[src/rtl/fpu_pkg.sv]
// fpu_pkg: op codes, dispatch FSM encoding and the qNaN result used by the FPU issue logic.
package fpu_pkg;
  localparam logic [1:0] OP_ADD = 2'b00;
  localparam logic [1:0] OP_SUB = 2'b01;
  localparam logic [1:0] OP_MUL = 2'b10;
  localparam logic [1:0] OP_DIV = 2'b11;
  localparam logic [31:0] QNAN = 32'h7FC00000;
  typedef enum logic [1:0] {S_IDLE, S_ISSUE, S_WAIT, S_HOLD} state_t;
endpackage

[src/rtl/fpu_watchdog.sv]
// fpu_watchdog: counts WAIT cycles and flags expiry on the last allowed cycle.
module fpu_watchdog #(
  parameter int TIMEOUT_CYCLES = 64
) (
  input  logic clk,
  input  logic rst,
  input  logic clr_i,
  input  logic en_i,
  output logic expired_o
);
  logic [7:0] cnt_q, cnt_d;
  always_comb cnt_d = clr_i ? 8'd0 : en_i ? cnt_q + 8'd1 : cnt_q;
  always_ff @(posedge clk) begin
    if (rst) cnt_q <= 8'd0;
    else cnt_q <= cnt_d;
  end
  assign expired_o = en_i && (cnt_q == 8'(TIMEOUT_CYCLES - 1));
endmodule

[src/rtl/fpu_dispatch.sv]
// fpu_dispatch: issues one FPU op at a time to add/mul/div and returns its registered result.
// FPU_TIMEOUT_EN adds a WAIT watchdog that returns qNaN with error after TIMEOUT_CYCLES.
module fpu_dispatch
  import fpu_pkg::*;
#(
  parameter int TIMEOUT_CYCLES = 64
) (
  input  logic        clk,
  input  logic        rst,
  input  logic        in_valid,
  output logic        in_ready,
  input  logic [1:0]  in_op,
  input  logic [31:0] in_a,
  input  logic [31:0] in_b,
  output logic [31:0] unit_a,
  output logic [31:0] unit_b,
  output logic        add_start,
  output logic        add_sub,
  output logic        mul_start,
  output logic        div_start,
  input  logic        add_done,
  input  logic        mul_done,
  input  logic        div_done,
  input  logic [31:0] add_res,
  input  logic [31:0] mul_res,
  input  logic [31:0] div_res,
  input  logic        add_err,
  input  logic        add_ovf,
  input  logic        add_udf,
  input  logic        mul_err,
  input  logic        mul_ovf,
  input  logic        mul_udf,
  input  logic        div_err,
  input  logic        div_ovf,
  input  logic        div_udf,
  output logic        out_valid,
  input  logic        out_ready,
  output logic [31:0] out_result,
  output logic        out_error,
  output logic        out_overflow,
  output logic        out_underflow,
  output logic        busy
);
  if (TIMEOUT_CYCLES < 2 || TIMEOUT_CYCLES > 255) begin : g_bad_timeout
    $error("fpu_dispatch: TIMEOUT_CYCLES must be 2..255");
  end
  state_t state_q, state_d;
  logic [1:0] op_q;
  logic [31:0] a_q, b_q, res_q;
  logic err_q, ovf_q, udf_q;
  logic sel_done, take, tmo;
  logic [34:0] sel_rsp;
  assign sel_done = op_q[1] ? (op_q[0] ? div_done : mul_done) : add_done;
  assign sel_rsp = op_q[1] ? (op_q[0] ? {div_res, div_err, div_ovf, div_udf} : {mul_res, mul_err, mul_ovf, mul_udf})
                           : {add_res, add_err, add_ovf, add_udf};
  assign take = (state_q == S_WAIT) && sel_done;
`ifdef FPU_TIMEOUT_EN
  logic expired;
  fpu_watchdog #(.TIMEOUT_CYCLES(TIMEOUT_CYCLES)) u_wdog (
    .clk(clk),
    .rst(rst),
    .clr_i(state_q == S_ISSUE),
    .en_i(state_q == S_WAIT),
    .expired_o(expired)
  );
  assign tmo = expired && !sel_done;
`else
  assign tmo = 1'b0;
`endif
  always_comb begin
    state_d = state_q;
    case (state_q)
      S_IDLE:  state_d = in_valid ? S_ISSUE : S_IDLE;
      S_ISSUE: state_d = S_WAIT;
      S_WAIT:  state_d = (take || tmo) ? S_HOLD : S_WAIT;
      S_HOLD:  state_d = out_ready ? S_IDLE : S_HOLD;
      default: state_d = S_IDLE;
    endcase
  end
  always_ff @(posedge clk) begin
    if (rst) begin
      state_q <= S_IDLE;
      op_q <= OP_ADD;
      a_q <= '0;
      b_q <= '0;
      {res_q, err_q, ovf_q, udf_q} <= '0;
    end else begin
      state_q <= state_d;
      if (state_q == S_IDLE && in_valid) {op_q, a_q, b_q} <= {in_op, in_a, in_b};
      if (take) {res_q, err_q, ovf_q, udf_q} <= sel_rsp;
      else if (tmo) {res_q, err_q, ovf_q, udf_q} <= {QNAN, 3'b100};
    end
  end
  assign in_ready = state_q == S_IDLE;
  assign busy = state_q != S_IDLE;
  assign out_valid = state_q == S_HOLD;
  assign add_start = (state_q == S_ISSUE) && !op_q[1];
  assign add_sub = add_start && op_q[0];
  assign mul_start = (state_q == S_ISSUE) && (op_q == OP_MUL);
  assign div_start = (state_q == S_ISSUE) && (op_q == OP_DIV);
  assign unit_a = a_q;
  assign unit_b = b_q;
  assign out_result = res_q;
  assign out_error = err_q;
  assign out_overflow = ovf_q;
  assign out_underflow = udf_q;
endmodule

[config.mk]
export PLATFORM = sky130hd
export DESIGN_NAME = fpu_dispatch
export DESIGN_NICKNAME = d
export VERILOG_FILES = /design/src/rtl/fpu_pkg.sv /design/src/rtl/fpu_watchdog.sv /design/src/rtl/fpu_dispatch.sv
export SDC_FILE = /design/constraint.sdc
export NUM_CORES = 1
export LEC_CHECK = 0
export ABC_CLOCK_PERIOD_IN_PS = 2130
export BUFFER_PORTS_ARGS = -buffer_cell sky130_fd_sc_hd__buf_4
export CAP_MARGIN = 20
export CORE_ASPECT_RATIO = 0.6
export CORE_MARGIN = 2
export CORE_UTILIZATION = 40
export CTS_BUF_LIST = sky130_fd_sc_hd__clkbuf_2 sky130_fd_sc_hd__clkbuf_4 sky130_fd_sc_hd__clkbuf_8
export CTS_CLUSTER_DIAMETER = 80
export DETAILED_ROUTE_END_ITERATION = 8
export PLACE_DENSITY = 0.75
export RECOVER_POWER = 50
export SLEW_MARGIN = 30
export SYNTH_ARGS = -nofsm -noshare
export SYNTH_HDL_FRONTEND = slang
export SYNTH_SLANG_ARGS = --single-unit
[constraint.sdc]
create_clock -name clk -period 2.13 [get_ports clk]
set_input_delay 0.1065 -clock clk [delete_from_list [all_inputs] [get_ports clk]]
set_output_delay 0.1065 -clock clk [all_outputs]
set_load 0.03 [all_outputs]
==> flow_metrics.py, run 1 <==
metrics = {
    "run_status": {
        "status": "completed",
    },
    "yosys": {
        "syn_nets": 717,
        "ys_seq_area_share_pct": 45.0,
        "async_reset_ff_share_pct": 0,
        "synth.cell_area_mm2": 0.00459,
        "synth_top_family_by_area": "simple AND/OR/NAND/NOR gates",
        "synth.most_common_cell": "nand2_1",
        "synth_mux_area_share_pct": 15.5,
        "synth_warnings": 0,
        "synthSimpleGateAreaFrac_pct": 19.9,
        "netlist_top_cells_count": "nand2_1 (132), dfxtp_1 (103), mux2i_1 (71)",
        "synthAdderAreaFrac_pct": 0,
        "syn_inst": 539,
        "netlist.area_leader.share_pct": 45.0,
        "synth_top_area_cell": "dfxtp_1",
        "synth_xor_xnor_area_share_pct": 0,
        "synth-edff-count": 0,
        "synth_seq_cells": 103,
        "synth_compound_area_share_pct": 14.4,
        "synthDistinctLibCells": 21,
        "synth_ff_type": "dfxtp_1",
        "postSynthAreaPerCell_um2": 8.51,
        "synth_area_leaders": "dfxtp_1 (45%), mux2i_1 (15%), nand2_1 (11%)",
    },
    "grt": {
        "antenna_found_initial": 0,
        "use_met1_pct": 26.0,
        "use_met3_pct": 6.10,
        "grt_use_met2_pct": 43.9,
        "grt_use_total_pct": 23.4,
        "grt_overflow_total": 0,
        "grt_pass1_wl_um": 23300,
        "grt_pass1_vias": 4976,
        "top_usage_layer": "met2",
        "grt_max_degree": 67,
    },
    "final_layout": {
        "syn2layout_area_growth_pct": 56.1,
        "fill_cells": 1082,
        "antenna_cells": 0,
        "drive_gt1_share_pct": 24.7,
        "final_nets": 1028,
        "design_area_mm2": 0.00716,
        "regArea_mm2": 0.00206,
        "multi_input_area_mm2": 0.00229,
    },
    "sta": {
        "post-route-period-util_pct": 86.3,
        "hold_viol": 0,
        "holdWs_ps": 19.2,
        "period_minus_slack_ps": 1840,
        "tns_ps": 0,
        "clock_skew_ps": 10.6,
        "grt_setup_unrepaired": "false",
        "tightest_slew_ps": 698,
        "setup_viol": 0,
        "drv_slew": 0,
        "timing.fmax_ghz": 0.544,
        "relSlewSlack_pct": 53.5,
    },
    "clock_network": {
        "insertion_delay_ps": 340,
        "clkTransAtPathRegs_ps": 90,
        "cts_max_level": 3,
        "numCtsBuffers": 9,
        "tritoncts": "built",
        "post_cts_resized": 0,
        "cts_root_buffer": "clkbuf_8",
        "cts_buffer_depth": 2,
        "cts_setup_buffers": 0,
        "cts.sinks": 103,
        "cts-hold-fix-buffers": 55,
    },
    "worst_setup_path": {
        "crit_path_frequent_cell": "buf_4",
        "critPathMaxStageDelay_ps": 440,
        "path_buf_inv": 2,
        "crit_arrival_ps": 1730,
        "crit_slowest_cell": "nor3b_1",
        "start_kind": "flop",
        "cp_cell_sequence": "buf_4 -> nor3b_1 -> and2_1 -> buf_4",
        "crit_path_end_kind": "output port",
        "critPathTopFamily": "simple AND/OR/NAND/NOR gates",
        "critPathRequiredTime_ps": 2020,
        "path_max_fanout": 45,
        "worst-setup-path-type": "flop to output port",
    },
    "place": {
        "io_buffers": 283,
        "place.gp.congestion": 0.803,
        "dp_hpwl_um": 10700,
        "post_dp_cell_area_mm2": 0.00678,
    },
    "floorplanning": {
        "die_area_mm2": 0.0124,
        "core_mm2": 0.0112,
        "start_util_pct": 40.9,
        "die-height_um": 87.0,
        "pin_count": 284,
        "core.rowCount": 30,
        "die_w_um": 142,
    },
    "pwr": {
        "ir_worst_vdd_v": 0.000331,
        "power.leakage_nw": 3.21,
        "finalPower_mw": 4.65,
        "power_density_mw_per_mm2": 649,
    },
    "job": {
        "cap_violations": 0,
    },
    "hold_path": {
        "hold_path.class": "input port to flop",
    },
    "routing": {
        "antenna_left": 0,
        "dr.pass1.iters": 4,
        "wirelength_um": 15100,
        "wl_per_cell_um": 15.1,
        "first_iter_violations": 204,
        "num_vias": 4899,
        "viasPerCell": 4.90,
        "drc": 0,
    },
}
## routing by layer
metal / vias to the layer above / wire length, um
met4: 0 / 255
met5: - / 0
met1: 2307 / 6140
li1: 2422 / -
met2: 152 / 7770
met3: 18 / 940
## sequential cells by signal (all words and copies together), names as in the netlist
register       count
out_overflow       1
out_result        32
out_error          1
unit_a            32
state_q            2
op_q               2
unit_b            32
out_underflow      1
## worst paths after layout
check	end	cells after the start	slack, ps	startpoint
min	unit_a[13]	3	20	in_a[13]
max reg2reg	state_q[0]	4	390	op_q[0]
min reg2reg	unit_b[16]	2	460	unit_b[16]
max	add_sub	4	290	op_q[1]
## cell usage in the layout, fill, tap and decap left out, types with 2 or more instances in the layout
cell / count
a211o_1: 35
a21oi_1: 66
buf_12: 3
buf_4: 186
clkbuf_1: 101
clkbuf_4: 2
clkbuf_8: 11
clkinvlp_4: 2
dfxtp_1: 101
dfxtp_2: 2
dlygate4sd3_1: 56
inv_1: 2
mux2i_1: 71
nand2_1: 132
nand2b_1: 36
nor2_1: 37
## through the flow
| stage | worst slack, ps | util [%] | std cells |
|---|---|---|---|
| finish | 291 | 63.8 | 999 |
| global route | 209 | 63.8 | 999 |
| CTS | 237 | 67.2 | 998 |
| detailed placement | 530 | 60.4 | 927 |
| global placement | 589 | 60.4 | 927 |
| floorplan | 141 | - | 539 |
## worst reg2reg max path: stages, from the launching register on
cell      delay [ps]
dfxtp_2          360
mux2i_1          130
a2111o_2         460
clkbuf_4         420
a31oi_1          300
## layout make-up
cell class,instances,share of cell area [%]
Sequential cell,103,28.8
Clock buffer,12,2.22
Clock inverter,4,0.751
Multi-Input combinational cell,387,32.0
Inverter,2,0.105
Timing Repair Buffer,347,33.6
Tap cell,144,2.52
## kinds of logic (layout without fill, tap and decap cells)
logic type	count (synthesis)	in the layout
DFF	103	103
muxes	71	71
AOI/OAI and AO/OA	104	104
and+or+nand+nor	212	212
buffers and inverters	49	365
## report_power, final
part,switching (mW),internal (mW)
Sequential,0.0744,2.05
Clock,0.634,0.624
Combinational,0.722,0.541
Note: power is estimated with default switching activity, not from simulation.
==> inputs of run 2 (changes only) <==
- CORE_ASPECT_RATIO: 0.6 -> 1.2
- SYNTH_HIERARCHICAL: unset -> 1
==> run 2 against run 1 <==
Effect of this change:
- highest routed layer unchanged
- sequential share of layout area shrank 0.58 points
- non-clock buffer count increased by 13
- sequential power is essentially flat
- clock-buffer cell count fell by 3
- critical path depth is 1 lower
- clock skew shrank 7.4 ps
- die area down 0.20%
==> flow_metrics.py, run 2 <==
metrics = {
    "sta": {
        "setup_viol": 0,
        "timing.fmax_ghz": 0.523,
        "tightest_slew_ps": 729,
        "relSlewSlack_pct": 51.4,
        "drv_slew": 0,
        "tns_ps": 0,
        "clock_skew_ps": 3.20,
        "period_minus_slack_ps": 1910,
        "hold_viol": 0,
        "post-route-period-util_pct": 89.7,
        "grt_setup_unrepaired": "false",
    },
    "hold_path": {
        "hold_path.class": "input port to flop",
        "hold-path-cell-count": 3,
    },
    "yosys": {
        "synth-edff-count": 0,
        "syn_nets": 717,
        "synth_warnings": 6,
        "synth_area_leaders": "dfxtp_1 (45%), mux2i_1 (15%), nand2_1 (11%)",
        "netlist.area_leader.share_pct": 45.0,
        "synth_ff_type": "dfxtp_1",
        "synth.cell_area_mm2": 0.00459,
        "synth_top_area_cell": "dfxtp_1",
        "synth_seq_cells": 103,
        "synth.most_common_cell": "nand2_1",
        "postSynthAreaPerCell_um2": 8.51,
        "syn_inst": 539,
        "ys_seq_area_share_pct": 45.0,
        "async_reset_ff_share_pct": 0,
        "netlist_top_cells_count": "nand2_1 (132), dfxtp_1 (103), mux2i_1 (71)",
        "synthDistinctLibCells": 21,
    },
    "clock_network": {
        "insertion_delay_ps": 360,
        "clkTransAtPathRegs_ps": 90,
        "cts_buffer_depth": 2,
        "numCtsBuffers": 9,
        "cts-hold-fix-buffers": 66,
        "cts_root_buffer": "clkbuf_8",
        "cts_max_level": 3,
        "cts_setup_buffers": 0,
        "post_cts_resized": 0,
        "tritoncts": "built",
        "cts.sinks": 103,
    },
    "worst_setup_path": {
        "critPathTopFamily": "buffers and inverters",
        "start_kind": "flop",
        "crit_arrival_ps": 1800,
        "reg2regPathDepth": 4,
        "worst-setup-path-type": "flop to output port",
        "cp_cell_sequence": "buf_4 -> nor4bb_1 -> buf_4",
        "critPathMaxStageDelay_ps": 500,
        "crit_slowest_cell": "dfxtp_2",
        "path_max_fanout": 43,
        "critPathRequiredTime_ps": 2020,
        "crit_path_frequent_cell": "buf_4",
        "crit_path_end_kind": "output port",
        "path_buf_inv": 2,
        "cp_num_cells": 3,
    },
    "final_layout": {
        "syn2layout_area_growth_pct": 59.3,
        "antenna_cells": 0,
        "final_common_cell": "buf_4",
        "final_nets": 1041,
        "stdcell_count": 1021,
        "most-common-layout-cells": "buf_4 (192), nand2_1 (132), dfxtp_1 (101)",
        "drive_gt1_share_pct": 24.6,
    },
    "pwr": {
        "ir_worst_vdd_v": 0.000483,
        "power_density_mw_per_mm2": 664,
        "power.leakage_nw": 3.29,
        "finalPower_mw": 4.85,
    },
    "place": {
        "dp_hpwl_um": 11000,
        "place.gp.congestion": 0.828,
        "io_buffers": 283,
        "dp.cells": 940,
    },
    "grt": {
        "grt_overflow_total": 0,
        "grt_max_degree": 67,
        "antenna_found_initial": 0,
        "grt_pass1_wl_um": 24100,
        "grt_pass1_vias": 5025,
        "grt_use_total_pct": 24.8,
    },
    "routing": {
        "wirelength_um": 16200,
        "first_iter_violations": 202,
        "num_vias": 5043,
        "wl_per_cell_um": 15.9,
        "viasPerCell": 4.94,
        "drc": 0,
        "antenna_left": 0,
        "dr.pass1.iters": 4,
    },
    "floorplanning": {
        "die_area_mm2": 0.0123,
        "pin_count": 284,
        "die-height_um": 121,
        "core_mm2": 0.0111,
        "die_w_um": 102,
        "core.rowCount": 42,
        "start_util_pct": 41.4,
    },
    "job": {
        "cap_violations": 0,
    },
    "run_status": {
        "status": "completed",
    },
}
-- run 2: cells by family (layout without fill, tap and decap cells) --
group	count (synthesis)	in the layout	share of synthesized area, %
buffers and inverters	49	377	5.18
AOI/OAI and AO/OA	104	104	14.4
DFF	103	103	45.0
and+or+nand+nor	212	212	19.9
muxes	71	71	15.5
-- run 2: tightest hold or removal path: stages --
cell,delay [ps]
buf_4,110
nand2_1,60
a21oi_1,70
-- run 2: path summary, 6_finish.rpt --
kind / from / endpoint / slack (ps)
setup / recovery: op_q[1] / mul_start / 220
hold / removal: in_a[8] / unit_a[8] / 30
setup reg to reg: state_q[1] / unit_a[6] / 250
hold reg to reg: unit_a[1] / unit_a[1] / 460
-- run 2: per-stage QoR --
stage               instance area (um^2)  utilization (%)  setup slack, ps  hold WS [ps]
floorplan                           4590                -              141           206
global placement                    6790             61.2              406           301
detailed placement                  6790             61.2              365           310
CTS                                 7680             69.3              190          5.38
global route                        7310             65.9             71.5          37.3
finish                              7310             65.9              219          31.2
-- run 2: final cells by class --
class	instances	area, um^2
clock inverters	6	109
inverters	2	7.51
well taps	154	193
repair buffers	360	2520
flip-flops and latches	103	2060
fillers	962	3780
multi-input cells	387	2290
clock buffers	9	124
-- run 2: power by group --
part / switching (mW) / internal, mW
Clock: 0.656 / 0.775
Sequential: 0.0749 / 2.05
Combinational: 0.738 / 0.557
Total: 1.47 / 3.38
-- run 2: metal layers --
layer	up-vias	global-route usage (%)	part of all wire (%)
li1	2447	-	-
met1	2311	26.8	38
met2	245	44.0	49
met3	40	7.66	10
met4	0	10.5	3.1
met5	-	0	0
